**src/rtl/ws2811_receiver.sv**
```systemverilog
// WS2811 single-wire receiver.
// Synchronises the line and measures each high pulse in clocks. The pulse is
// decoded as 0/1 by width, and the first 24-bit word of a frame is captured
// MSB first. Later bits are forwarded on forwardOUT. A long low gap ends the
// frame.
module ws2811_receiver #(
  parameter int CLOCK_SPEED         = 50_000_000,
  parameter int BIT_THRESHOLD_100NS = 8,
  parameter int MIN_HIGH_100NS      = 2,
  parameter int MAX_HIGH_100NS      = 20,
  parameter int RESET_GAP_100NS     = 500
) (
  input  logic        clkIN,
  input  logic        nResetIN,
  input  logic        dataIN,
  output logic [23:0] dataOUT,
  output logic        validOUT,
  output logic        latchOUT,
  output logic        errorOUT,
  output logic        forwardOUT,
  output logic        busyOUT
);

  localparam int T        = CLOCK_SPEED / 10_000_000;
  localparam int GAP_CLKS = RESET_GAP_100NS * T;
  localparam int CW       = $clog2(GAP_CLKS + 1);

  localparam logic [CW-1:0] GAP_C    = CW'(GAP_CLKS);
  localparam logic [CW-1:0] THRESH_C = CW'(BIT_THRESHOLD_100NS * T);
  localparam logic [CW-1:0] MIN_C    = CW'(MIN_HIGH_100NS * T);
  localparam logic [CW-1:0] MAX_C    = CW'(MAX_HIGH_100NS * T);

  typedef enum logic [1:0] {WAIT_GAP, IDLE, HIGH, LOW} state_t;

  state_t        state_reg, state_next;
  logic          s1, s2, s3;
  logic          level_change;
  logic [CW-1:0] cnt_reg;
  logic [4:0]    bit_cnt_reg, bit_cnt_next;
  logic [22:0]   shift_reg, shift_next;
  logic [23:0]   data_reg, data_next;
  logic          fwd_reg, fwd_next;
  logic          valid_reg, valid_next;
  logic          latch_reg, latch_next;
  logic          error_reg, error_next;
  logic          bit_val;

  assign level_change = s2 ^ s3;

  // Two-flop synchroniser plus one extra stage for edge detection.
  always_ff @(posedge clkIN or negedge nResetIN) begin
    if (!nResetIN) begin
      s1 <= 1'b0;
      s2 <= 1'b0;
      s3 <= 1'b0;
    end else begin
      s1 <= dataIN;
      s2 <= s1;
      s3 <= s2;
    end
  end

  // Level-duration counter. It restarts at 1 on an edge, so it holds the
  // number of clocks already spent at the current level. It saturates at the
  // gap length. While waiting for a gap, a high line holds it at zero.
  always_ff @(posedge clkIN or negedge nResetIN) begin
    if (!nResetIN) begin
      cnt_reg <= '0;
    end else if (level_change) begin
      cnt_reg <= CW'(1);
    end else if (state_reg == WAIT_GAP && s2) begin
      cnt_reg <= '0;
    end else if (cnt_reg != GAP_C) begin
      cnt_reg <= cnt_reg + CW'(1);
    end
  end

  // State, capture registers and registered pulse outputs.
  always_ff @(posedge clkIN or negedge nResetIN) begin
    if (!nResetIN) begin
      state_reg   <= WAIT_GAP;
      bit_cnt_reg <= '0;
      shift_reg   <= '0;
      data_reg    <= '0;
      fwd_reg     <= 1'b0;
      valid_reg   <= 1'b0;
      latch_reg   <= 1'b0;
      error_reg   <= 1'b0;
    end else begin
      state_reg   <= state_next;
      bit_cnt_reg <= bit_cnt_next;
      shift_reg   <= shift_next;
      data_reg    <= data_next;
      fwd_reg     <= fwd_next;
      valid_reg   <= valid_next;
      latch_reg   <= latch_next;
      error_reg   <= error_next;
    end
  end

  // Next-state logic: pulse classification, word assembly and frame end.
  always_comb begin
    state_next   = state_reg;
    bit_cnt_next = bit_cnt_reg;
    shift_next   = shift_reg;
    data_next    = data_reg;
    fwd_next     = fwd_reg;
    valid_next   = 1'b0;
    latch_next   = 1'b0;
    error_next   = 1'b0;
    // On the falling-edge clock, cnt_reg equals the high width in clocks.
    bit_val      = (cnt_reg >= THRESH_C);

    case (state_reg)
      WAIT_GAP: begin
        if (!s2 && !level_change && cnt_reg == GAP_C) begin
          state_next = IDLE;
        end
      end

      IDLE: begin
        if (s2) begin
          bit_cnt_next = '0;
          fwd_next     = 1'b0;
          state_next   = HIGH;
        end
      end

      HIGH: begin
        if (s2) begin
          // A run of MAX+1 high clocks is already too long.
          if (cnt_reg >= MAX_C) begin
            error_next   = 1'b1;
            fwd_next     = 1'b0;
            bit_cnt_next = '0;
            state_next   = WAIT_GAP;
          end
        end else if (cnt_reg < MIN_C) begin
          error_next   = 1'b1;
          fwd_next     = 1'b0;
          bit_cnt_next = '0;
          state_next   = WAIT_GAP;
        end else begin
          state_next = LOW;
          if (!fwd_reg) begin
            shift_next = {shift_reg[21:0], bit_val};
            if (bit_cnt_reg == 5'd23) begin
              data_next    = {shift_reg, bit_val};
              valid_next   = 1'b1;
              fwd_next     = 1'b1;
              bit_cnt_next = '0;
            end else begin
              bit_cnt_next = bit_cnt_reg + 5'd1;
            end
          end
        end
      end

      LOW: begin
        if (s2) begin
          state_next = HIGH;
        end else if (cnt_reg == GAP_C) begin
          // A gap ends the frame. A complete word latches.
          // A partial word is a framing error.
          state_next = IDLE;
          fwd_next   = 1'b0;
          if (bit_cnt_reg == 5'd0 && fwd_reg) begin
            latch_next = 1'b1;
          end else begin
            error_next = 1'b1;
          end
          bit_cnt_next = '0;
        end
      end

      default: state_next = WAIT_GAP;
    endcase
  end

  assign dataOUT    = data_reg;
  assign validOUT   = valid_reg;
  assign latchOUT   = latch_reg;
  assign errorOUT   = error_reg;
  assign forwardOUT = s2 & fwd_reg;
  assign busyOUT    = (state_reg == HIGH) || (state_reg == LOW);

endmodule
```
**config.mk**
```make
export PLATFORM = sky130hd
export DESIGN_NAME = ws2811_receiver
export DESIGN_NICKNAME = d
export VERILOG_FILES = /design/src/rtl/ws2811_receiver.sv
export SDC_FILE = /design/constraint.sdc
export NUM_CORES = 1
export LEC_CHECK = 0
export BUFFER_PORTS_ARGS = -buffer_cell sky130_fd_sc_hd__buf_4
export CAP_MARGIN = 15
export CORE_UTILIZATION = 45
export DETAILED_ROUTE_END_ITERATION = 16
export PLACE_DENSITY_LB_ADDON = 0.05
export SLEW_MARGIN = 30
export SYNTH_ARGS = -nofsm -noshare
export SYNTH_HDL_FRONTEND = slang
export SYNTH_SLANG_ARGS = --single-unit
```
**constraint.sdc**
```tcl
create_clock -name clkIN -period 2.5 [get_ports clkIN]
set_input_delay 0.5 -clock clkIN [delete_from_list [all_inputs] [get_ports clkIN]]
set_output_delay 0.5 -clock clkIN [all_outputs]
set_load 0.02 [all_outputs]
```
==> summary.txt <==
Status -> finished, final reports clean
# clock sinks -> 73
Worst slew pin tran -> 0.5554 ns
Worst hold slack -> 0.1591 ns
Final GP Congestion -> 0.7925
Antenna violations before repair -> 0
Detailed placement HPWL -> 3.441 mm
Root Driver -> clkbuf_8
Fraction of layout cells with a size suffix above 1 -> 37.11%
Clock buffer count from CTS -> 9
Final Setup Violations -> 0
Worst path top cell family by delay -> simple AND/OR/NAND/NOR gates
Setup_tns -> 0 ns
Post-route ant nets -> 0
Final Cycle Share -> 80.93%
Number of flip-flops in the largest register -> 24
Type of origin of the critical path -> register
Initial Util -> 46.98%
CTS clk-pin slew, worst paths -> 0.08 ns
Arrival @ worst endpoint -> 2.24 ns
Slew Limit Fails -> 0
Post-synth top area share -> 56.61%
CP required -> 2.72 ns
Rel. slew slack -> 62.58%
Die X -> 86.68 um
Placement Rows -> 30
Final Critical Period -> 2.023 ns
Lkg Pwr -> 1.847 nW
Io pins -> 32
Number of fillers in the final layout -> 608
Vias/cell -> 5.049
Cell taking the most area after synthesis -> dfrtp_1
CTS tree -> done
Global-route wire length before repair -> 9.087 mm
CTS Hold Bufs -> 0
TritonRoute pass-1 iters -> 4
Post-Synthesis Net Count -> 260
Die H -> 86.68 um
P per Cell Area -> 613.0 nW/um^2
Most frequent cell after synthesis -> dfrtp_1
Layout area overhead -> 15.51%
Postcts setup bufs -> 0
Top cells by count, synth -> dfrtp_1 (73), mux2_2 (45), nor2_1 (24), nand2_1 (11), inv_1 (9)
Full die area -> 7513 sq um
Yosys reg bits -> 73
# nets final -> 294
Worst R2R Setup Slack -> 0.48 ns
Sequential fraction of the synthesis area -> 56.61%
Synthesis Warnings -> 0
Worst Setup End Kind -> register
Power Total -> 2.285 mW
R2R depth -> 5
Reg-to-reg endpoint -> dataOUT[3]
FMAX -> 494.3 MHz
Setup CP Type -> reg2reg
Mean Syn Cell Area -> 12.80 sq um
EDFF count, synth -> 0
Count of different cell masters after synthesis -> 45
Cells after Synth -> 252
Routed length per instance -> 13.55 um
Max Cap Viol -> 0
Core area -> 6869 sq um
Critical Path Fanout Max -> 26
Clock latency at the later pin of the worst-skew pair -> 0.33 ns
Critical-path cell list -> nor3_4 -> nand4_1 -> o211ai_2 -> buf_4 -> mux2_2
PortBufs -> 31
Vias in the first global route -> 1855
# DRC -> 0
Reg2reg start -> cnt_reg[7]
Final Non-Filler Cells -> 387
DP Cell Count -> 371
DR iter-0 viols -> 41
Final Hold Vio Count -> 0
Routed vias -> 1954
CTS max path bufs -> 2
GR Overflow Total -> 0
WP buf/inv -> 1
Total global-route track usage -> 15.69%
Syn Std Cell Area -> 3227 sq um
Clock skew -> 0.007226 ns
Largest net degree at the start of global routing -> 43
Crit path max-delay cell type -> dfrtp_1
Ys async rst share -> 100.0%
Post-Route WL -> 5.243 mm
Resize count post-CTS -> 0
Maximum vdd drop -> 394.4 uV
Post-synth top flop -> dfrtp_1
Tightest Hold Check Type -> in2async
Ant. Diodes -> 0
Slowest stage delay, CP -> 0.47 ns
H-tree depth -> 3
RSZ-0062 raised after global routing -> no
Synth area leaders -> dfrtp_1 (57%), mux2_2 (16%), nor2_1 (2.8%), ha_1 (1.9%), xnor2_1 (1.6%)
## area by class of cell
class	instances	area, sq um	area share, %
well taps	96	120.1	3.223
flip-flops and latches	73	1827	49.01
clock inverters	6	90.09	2.417
multi-input cells	158	1244	33.37
clock buffers	10	137.6	3.693
repair buffers	35	275.3	7.385
inverters	9	33.78	0.9063
## logic make-up after synthesis
group / Yosys count / share of synthesized area [%]
DFF: 73 / 56.61
and+or+nand+nor: 68 / 11.52
muxes: 46 / 16.01
AOI/OAI and AO/OA: 30 / 6.630
buffers and inverters: 21 / 4.847
xor gates and xnor gates: 9 / 2.443
adders and majority gates: 5 / 1.939
## worst max path at each step
stage / start / slack [ns] / to / cells after the start
finish: cnt_reg[7] / 0.48 / dataOUT[3] / 5
floorplan: cnt_reg[7] / 0.55 / dataOUT[10] / 6
detailed placement: cnt_reg[7] / 0.46 / dataOUT[16] / 5
CTS: cnt_reg[7] / 0.44 / dataOUT[3] / 5
global route: cnt_reg[7] / 0.30 / bit_cnt_reg[2] / 5
global placement: cnt_reg[7] / 0.52 / dataOUT[2] / 5
## report_power, final
group | internal (mW) | switching, mW
clock network | 0.593 | 0.445
logic | 0.0153 | 0.0370
registers | 1.19 | 0.00877
## layout by cell type, fill, tap and decap left out, types with 2 or more instances in the layout
cell	Yosys	layout
dfrtp_1	73	73
mux2_2	45	45
buf_4	0	34
nor2_1	24	24
nand2_1	11	11
clkbuf_8	3	10
inv_1	9	9
o21ai_0	7	7
nand4_1	6	6
xnor2_1	6	6
nand3_1	6	6
a21oi_1	5	5
ha_1	5	5
nor3_1	4	4
a21o_1	3	3
xor2_1	3	3
a22o_1	3	3
nand2b_1	2	2
o31ai_1	2	2
and2_1	2	2
o21a_1	2	2
nor2b_1	2	2
bufinv_16	0	2
## metal layers
layer  routed length [um]  global-route usage, %  share of wire [%]
met5                    0                      0                  0
met4                   70                  6.818                1.3
met3                  171                  4.000                3.3
met2                 2307                  22.29                 44
met1                 2694                  22.64                 51
## stage by stage
stage	utilization [%]	area [sq um]	worst slack, ns
6_report	54.26	3727	0.4768
5_1_grt	54.26	3727	0.3042
4_1_cts	54.26	3727	0.4421
3_5_place_dp	50.95	3500	0.4638
3_3_place_gp	50.95	3500	0.5171
2_1_floorplan	-	3227	0.5454
Note: power is estimated with default switching activity, not from simulation.
